`config.mk`:
```
export PLATFORM = sky130hd
export DESIGN_NAME = tx_control
export DESIGN_NICKNAME = d
export VERILOG_FILES = /design/src/rtl/tx_ctrl_pkg.sv /design/src/rtl/tx_src_buffer.sv /design/src/rtl/tx_control.sv
export SDC_FILE = /design/constraint.sdc
export NUM_CORES = 1
export LEC_CHECK = 0
export ABC_AREA = 1
export BUFFER_PORTS_ARGS = -buffer_cell sky130_fd_sc_hd__buf_2
export CORE_AREA = 2 2 62 64
export CTS_BUF_LIST = sky130_fd_sc_hd__clkbuf_16
export DETAILED_ROUTE_END_ITERATION = 8
export DIE_AREA = 0 0 64 66
export PLACE_DENSITY = 0.81
export SLEW_MARGIN = 40
export SYNTH_ARGS = -nofsm -noshare
export SYNTH_HDL_FRONTEND = slang
export SYNTH_HIERARCHICAL = 1
export SYNTH_SLANG_ARGS = --single-unit
export TNS_END_PERCENT = 10
```
`constraint.sdc`:
```
create_clock -name CLK -period 3.52 [get_ports CLK]
set_input_delay 0.352 -clock CLK [delete_from_list [all_inputs] [get_ports CLK]]
set_output_delay 0.352 -clock CLK [all_outputs]
set_load 0.02 [all_outputs]
```
`src/rtl/tx_ctrl_pkg.sv`:
```
// Shared state encoding and frame tag constants for the transmit sequencer.
// Optional feature macro: TX_FRAME_TAG_EN adds the SEND_TAG state and tag bytes.
package tx_ctrl_pkg;

    localparam int unsigned STATE_W = 3;

    localparam logic [STATE_W-1:0] ST_IDLE        = 3'd0;
    localparam logic [STATE_W-1:0] ST_SEND_RD     = 3'd1;
    localparam logic [STATE_W-1:0] ST_SEND_ALU_LO = 3'd2;
    localparam logic [STATE_W-1:0] ST_SEND_ALU_HI = 3'd3;

`ifdef TX_FRAME_TAG_EN
    localparam logic [STATE_W-1:0] ST_SEND_TAG    = 3'd4;

    localparam logic [7:0] TAG_RD  = 8'h5A;
    localparam logic [7:0] TAG_ALU = 8'hA5;
`endif

endpackage

```
`src/rtl/tx_src_buffer.sv`:
```
// Single-entry response buffer: capture register, pending flag and overrun pulse.
// A strobe coinciding with the consume of the pending entry re-captures without overrun.
module tx_src_buffer
    import tx_ctrl_pkg::*;
#(
    parameter int unsigned DW = 8
) (
    input  logic          CLK,
    input  logic          Reset,
    input  logic [DW-1:0] in_data,
    input  logic          in_valid,
    input  logic          consume,
    output logic [DW-1:0] buf_data,
    output logic          pend,
    output logic          overrun
);

    logic [DW-1:0] data_q, data_d;
    logic          pend_q, pend_d;
    logic          ovr_q, ovr_d;

    always_comb begin
        data_d = data_q;
        pend_d = pend_q;
        ovr_d  = 1'b0;
        if (consume) begin
            pend_d = 1'b0;
        end
        if (in_valid) begin
            if (!pend_q || consume) begin
                data_d = in_data;
                pend_d = 1'b1;
            end else begin
                ovr_d = 1'b1;
            end
        end
    end

    always_ff @(posedge CLK) begin
        if (Reset) begin
            data_q <= '0;
            pend_q <= 1'b0;
            ovr_q  <= 1'b0;
        end else begin
            data_q <= data_d;
            pend_q <= pend_d;
            ovr_q  <= ovr_d;
        end
    end

    assign buf_data = data_q;
    assign pend     = pend_q;
    assign overrun  = ovr_q;

endmodule

```
`src/rtl/tx_control.sv`:
```
// Transmit sequencer: buffers register-file and ALU responses and serialises them as bytes.
// Optional feature macro: TX_FRAME_TAG_EN prefixes each response with a source tag byte.
module tx_control
    import tx_ctrl_pkg::*;
#(
    parameter int unsigned width = 8
) (
    input  logic               CLK,
    input  logic               Reset,
    input  logic [width-1:0]   RdData,
    input  logic               RdData_Valid,
    input  logic [2*width-1:0] ALU_OUT,
    input  logic               ALU_OUT_Valid,
    input  logic               Tx_Ready,
    output logic [width-1:0]   Tx_P_Data,
    output logic               Tx_Valid,
    output logic               Busy,
    output logic               Overrun
);

    logic [STATE_W-1:0] state_q, state_d;
    logic [width-1:0]   tx_data_q, tx_data_d;

    logic [width-1:0]   rd_buf;
    logic [2*width-1:0] alu_buf;
    logic               rd_pend, alu_pend;
    logic               rd_ovr, alu_ovr;
    logic               handshake, rd_consume, alu_consume;

`ifdef TX_FRAME_TAG_EN
    // Source selected for the tag currently offered: 0 = register data, 1 = ALU.
    logic sel_q, sel_d;
`endif

    assign handshake   = Tx_Valid && Tx_Ready;
    assign rd_consume  = handshake && (state_q == ST_SEND_RD);
    assign alu_consume = handshake && (state_q == ST_SEND_ALU_HI);

    tx_src_buffer #(
        .DW(width)
    ) u_rd_buf (
        .CLK      (CLK),
        .Reset    (Reset),
        .in_data  (RdData),
        .in_valid (RdData_Valid),
        .consume  (rd_consume),
        .buf_data (rd_buf),
        .pend     (rd_pend),
        .overrun  (rd_ovr)
    );

    tx_src_buffer #(
        .DW(2 * width)
    ) u_alu_buf (
        .CLK      (CLK),
        .Reset    (Reset),
        .in_data  (ALU_OUT),
        .in_valid (ALU_OUT_Valid),
        .consume  (alu_consume),
        .buf_data (alu_buf),
        .pend     (alu_pend),
        .overrun  (alu_ovr)
    );

    always_comb begin
        state_d = state_q;
`ifdef TX_FRAME_TAG_EN
        sel_d   = sel_q;
`endif
        case (state_q)
            ST_IDLE: begin
`ifdef TX_FRAME_TAG_EN
                if (rd_pend) begin
                    state_d = ST_SEND_TAG;
                    sel_d   = 1'b0;
                end else if (alu_pend) begin
                    state_d = ST_SEND_TAG;
                    sel_d   = 1'b1;
                end
`else
                if (rd_pend) begin
                    state_d = ST_SEND_RD;
                end else if (alu_pend) begin
                    state_d = ST_SEND_ALU_LO;
                end
`endif
            end
`ifdef TX_FRAME_TAG_EN
            ST_SEND_TAG: begin
                if (handshake) begin
                    state_d = sel_q ? ST_SEND_ALU_LO : ST_SEND_RD;
                end
            end
`endif
            ST_SEND_RD: begin
                if (handshake) begin
                    if (alu_pend) begin
`ifdef TX_FRAME_TAG_EN
                        state_d = ST_SEND_TAG;
                        sel_d   = 1'b1;
`else
                        state_d = ST_SEND_ALU_LO;
`endif
                    end else begin
                        state_d = ST_IDLE;
                    end
                end
            end
            ST_SEND_ALU_LO: begin
                if (handshake) begin
                    state_d = ST_SEND_ALU_HI;
                end
            end
            ST_SEND_ALU_HI: begin
                if (handshake) begin
                    if (rd_pend) begin
`ifdef TX_FRAME_TAG_EN
                        state_d = ST_SEND_TAG;
                        sel_d   = 1'b0;
`else
                        state_d = ST_SEND_RD;
`endif
                    end else begin
                        state_d = ST_IDLE;
                    end
                end
            end
            default: state_d = ST_IDLE;
        endcase
    end

    // Output byte follows the next state; the selected buffer cannot change while it is offered.
    always_comb begin
        tx_data_d = '0;
        case (state_d)
            ST_SEND_RD:     tx_data_d = rd_buf;
            ST_SEND_ALU_LO: tx_data_d = alu_buf[width-1:0];
            ST_SEND_ALU_HI: tx_data_d = alu_buf[2*width-1:width];
`ifdef TX_FRAME_TAG_EN
            ST_SEND_TAG:    tx_data_d = sel_d ? width'(TAG_ALU) : width'(TAG_RD);
`endif
            default:        tx_data_d = '0;
        endcase
    end

    always_ff @(posedge CLK) begin
        if (Reset) begin
            state_q   <= ST_IDLE;
            tx_data_q <= '0;
`ifdef TX_FRAME_TAG_EN
            sel_q     <= 1'b0;
`endif
        end else begin
            state_q   <= state_d;
            tx_data_q <= tx_data_d;
`ifdef TX_FRAME_TAG_EN
            sel_q     <= sel_d;
`endif
        end
    end

    assign Tx_Valid  = (state_q != ST_IDLE);
    assign Tx_P_Data = tx_data_q;
    assign Busy      = rd_pend | alu_pend | (state_q != ST_IDLE);
    assign Overrun   = rd_ovr | alu_ovr;

endmodule

```
=== After elaboration in Yosys (flattened, before gate mapping) ===
Index checks and enable logic that the tools add are counted.

* Reduce and logical (&&, ||, !) cells: 13
* Multiplexer cells: 17
* Equal/unequal tests: 6
* Bitwise gates (word level): 5

{| class="wikitable"
|+ Operators with widths
! cell !! count
|-
| 8-bit case mux with 3 select lines || 1
|-
| 3-bit two-way mux || 5
|-
| 3-bit by 2-bit equality test with 1-bit output (second input constant) || 4
|-
| 3-bit case mux with 4 select lines || 1
|-
| 1-bit two-way mux || 9
|-
| 3-bit by 1-bit equality test with 1-bit output (second input constant) || 2
|-
| 2-bit AND reduction || 2
|-
| 2-bit OR reduction || 2
|-
| 1-bit logical AND || 3
|-
| 3-bit logical NOT || 1
|-
| 1-bit bitwise OR || 3
|-
| 3-bit nonzero test || 1
|-
| 1-bit logical NOT || 2
|-
| 1-bit logical OR || 2
|-
| 2-bit two-way mux || 1
|-
| 1-bit inverter || 2
|}

* Input bits: 29
* Word-level logic and storage cells: 49
* Flip-flop bits (word level): 39

=== Depth between registers and ports, before layout ===
* Depth after elaboration: 6
* Depth in mapped cells: 11

=== Hierarchy ===
Netlist, hierarchy kept.

{| class="wikitable"
|+ Modules (own cells, without submodules)
! module !! area an instance (um^2) !! times used !! cells each
|-
| tx_src_buffer (u_alu_buf) || 820.8 || 1 || 112
|-
| tx_control || 711.9 || 1 || 99
|-
| tx_src_buffer (u_rd_buf) || 455.4 || 1 || 59
|}

=== Least setup slack after synthesis ===
No wires, ideal clock.

* Kind: flip-flop to output port
* From: register state_q[2]
* To: output port Busy
* Arrival time: 0.943 ns
* Cell stages (with the launch flop): 4
* Required time: 3.168 ns
* Path buffers: 0
* Path slack: 2.225 ns
* Path through: dfxtp_1 > nor2_2 > nand3_2 > or2_2

* Longest elaborated chain between the ends: 2

{| class="wikitable"
|+ Ends and longest elaborated chain
! what !! line !! source
|-
| from (decl) || tx_control.sv:21 || <nowiki>logic [STATE_W-1:0] state_q, state_d;</nowiki>
|-
| from (signal assigned) || tx_control.sv:154 || <nowiki>state_q <= state_d;</nowiki>
|-
| 3-bit nonzero test || tx_control.sv:164 || <nowiki>assign Busy = rd_pend | alu_pend | (state_q != ST_IDLE);</nowiki>
|-
| 1-bit bitwise OR || tx_control.sv:164 ||
|-
| to (decl) || tx_control.sv:17 || <nowiki>output logic Busy,</nowiki>
|}

Every way passes these cells.

=== Worst setup path after layout ===
Same ends and word-level chain as after synthesis.

==> impl_metrics.env <==
export IMPL_min_path_cells=2
export IMPL_die_w_um=64
export IMPL_end_kind="output pin"
export IMPL_crit_required_ns=3.17
export IMPL_cts_tree="built"
export IMPL_cts_setup_buffers=0
export IMPL_viasPerCell=4.93
export IMPL_grt_start_max_net_pins=35
export IMPL_holdPathEnd="u_alu_buf/pend$_SDFF_PP0_"
export IMPL_syn_area_um2=1990
export IMPL_grt_ovfl_total=0
export IMPL_cts_resized=0
export IMPL_maxCapViolCount=0
export IMPL_wl_per_cell_um=10.8
export IMPL_hp_class="in -> reg"
export IMPL_power_mw=1.05
export IMPL_synth_top_area_share_pct=39.3
export IMPL_hold_viol=0
export IMPL_power_frac_comb_pct=13.8
export IMPL_maxSlewHeadroom_pct=63.0
export IMPL_reg2reg_to="u_alu_buf/buf_data[13]$_SDFFE_PP0P_"
export IMPL_grt_pass1_vias=1533
export IMPL_reg2reg_slack_ns=2.04
export IMPL_area_growth_pct=11.7
export IMPL_fin_skew_ns=0.00359
export IMPL_r2r_start="state_q[0]$_SDFF_PP0_"
export IMPL_r2r_cells=9
export IMPL_ir_drop_uv=239
export IMPL_htreeDepth=2
export IMPL_setup_tns_ns=0
export IMPL_grt_use_total_pct=19.7
export IMPL_ant_nets=0
export IMPL_syn_inst=270
export IMPL_min_from="Reset"
export IMPL_diodes=0
export IMPL_cp_cell_sequence="nor2_2, nand3_2, or2_2, buf_2"
export IMPL_clock_root_buffer="clkbuf_16"
export IMPL_clk_pin_slew_ns=0.05
export IMPL_dieArea_um2=4220
export IMPL_row_count=22
export IMPL_place_hpwl_um=2630
export IMPL_fmax_mhz=576
export IMPL_status="complete, no violations"
export IMPL_drt_initial_drc_count=44
export IMPL_clk_latency_ns=0.28
export IMPL_p_sw_share_pct=25.7
export IMPL_slew_viol_final=0
export IMPL_synth_seq_cells=39
export IMPL_yosysSeqAreaShare_pct=39.3
export IMPL_path_max_fanout=4
export IMPL_p_leak_nw=1.20
export IMPL_finalCritPeriodShare_pct=49.3
export IMPL_synth_top_area_cell="dfxtp_1"
export IMPL_clock_sinks=39
export IMPL_cp_start_kind="register"
export IMPL_rsz0062_at_grt="false"
export IMPL_layout_drive_gt1_share_pct=23.1
export IMPL_yosys_warnings=6
export IMPL_p_sw_mw=0.269
export IMPL_gp_congestion=0.814
export IMPL_grt_first_pass_wirelength_um=6440
export IMPL_pwr_share_seq_pct=47.0
export IMPL_synth_area_leaders="dfxtp_1, nand3_1, inv_1, nand2_1, a21oi_1"
export IMPL_clk_path_buf_depth=2
export IMPL_antenna_found_initial=0
export IMPL_p_int_mw=0.778
export IMPL_worstSetupPathType="reg -> out"
export IMPL_numCtsBuffers=5
export IMPL_die_y_um=66
export IMPL_layout_nets=332
export IMPL_critPathSlowestCell="dfxtp_1"
export IMPL_synth_nets=299
export IMPL_first_pass_iters=5
export IMPL_ctsHoldBuffers=0
export IMPL_arrival_ns=1.38
export IMPL_tightest_slew_ns=0.554
export IMPL_totalWireLength_um=3810
export IMPL_setup_viol=0
export IMPL_pin_count=40
export IMPL_drc=0
export IMPL_syn_avg_cell_area_um2=7.36
export IMPL_critPathMaxStageDelay_ns=0.37
export IMPL_initial_core_util_pct=56.0
export IMPL_core_area_um2=3550
export IMPL_p_clk_share_pct=39.3
export IMPL_yosysUniqueCellTypes=23
export IMPL_fin_crit_ns=1.74
export IMPL_p_per_area_nw_per_um2=472
export IMPL_vias=1729
export IMPL_portBuffers=39
-- through the flow --
stage	instances	setup slack, ns	area [µm²]	hold WS, ns	util [%]
2_1_floorplan	270	2.23	1990	0.421	-
3_3_place_gp	344	2.08	2090	0.466	58.8
3_5_place_dp	344	2.05	2090	0.475	58.8
4_1_cts	351	1.78	2220	0.372	62.5
5_1_grt	351	1.70	2220	0.382	62.5
6_report	351	1.78	2220	0.375	62.5
-- state kept, by name, indices dropped and copies added (netlist names) --
register,count
u_rd_buf/pend,1
state_q,3
u_alu_buf/overrun,1
u_rd_buf/buf_data,8
Tx_P_Data,8
u_alu_buf/pend,1
u_rd_buf/overrun,1
u_alu_buf/buf_data,16
-- per-layer routing --
layer,up-vias,GRT usage (%),share of wire (%)
li1,905,-,-
met1,772,23.8,47
met2,47,32.9,47
met3,5,5.96,5.0
met4,0,7.34,1.3
met5,-,0,0
-- worst max path at each step --
stage	slack [ns]	depth (start not counted)	endpoint	startpoint
4_1_cts	1.78	4	Busy	state_q[2]$_SDFF_PP0_
6_report	1.78	4	Busy	state_q[2]$_SDFF_PP0_
3_5_place_dp	2.05	11	Tx_P_Data[2]$_SDFF_PP0_	Tx_Ready
2_1_floorplan	2.23	3	Busy	state_q[2]$_SDFF_PP0_
3_3_place_gp	2.08	4	Busy	state_q[2]$_SDFF_PP0_
5_1_grt	1.70	4	Busy	state_q[2]$_SDFF_PP0_
-- critical path, delay by kind of cell (launching register included) --
kind	cells	cell delay, ns
flip-flops	1	0.37
AND/OR/NAND/NOR	3	0.58
buffers and inverters	1	0.16
-- cells in the mapped netlist, drive strengths merged --
cell type,count
dfxtp,39
nand3,60
nor2,29
or2,2
buf,13
inv,47
nor3,2
clkinv,3
nand2,45
conb,1
nand4,1
a21oi,28
-- final cells by class --
cell class              count  area [µm²]
clock buffers               5         125
fillers                   333        1330
flip-flops and latches     39         781
well taps                  48        60.1
repair buffers             39         195
clock inverters             2        8.76
inverters                  50         189
multi-input cells         168         862
-- kinds of logic (layout without fill, tap and decap cells) --
group           count (synthesis)  count (layout)  synth area share (%)
simple gates                  139             139                  35.6
buf+inv                        63              96                  17.4
flops                          39              39                  39.3
compound gates                 28              28                  7.62
other cells                     1               1                 0.189
-- layout by cell type (no fill, tap or decap) --
master / count
a21oi_1: 27
a21oi_4: 1
buf_2: 39
clkbuf_16: 5
clkinv_1: 3
clkinv_2: 2
conb_1: 1
dfxtp_1: 39
inv_1: 42
inv_2: 5
nand2_1: 38
nand2_2: 1
nand2_4: 6
nand3_1: 55
nand3_2: 4
nand3_4: 1
nand4_1: 1
nor2_1: 27
nor2_2: 1
nor2_4: 1
nor3_2: 2
or2_2: 2
-- power by group through the flow --
stage | Combinational [mW] | Clock (mW) | Sequential, mW
finish | 0.144 | 0.411 | 0.492
global route | 0.165 | 0.440 | 0.495
CTS | 0.144 | 0.416 | 0.492
detailed placement | 0.143 | 0 | 0.501
global placement | 0.140 | 0 | 0.500
floorplan | 0.123 | 0 | 0.498
No activity file was read; power rests on OpenSTA's default activity.
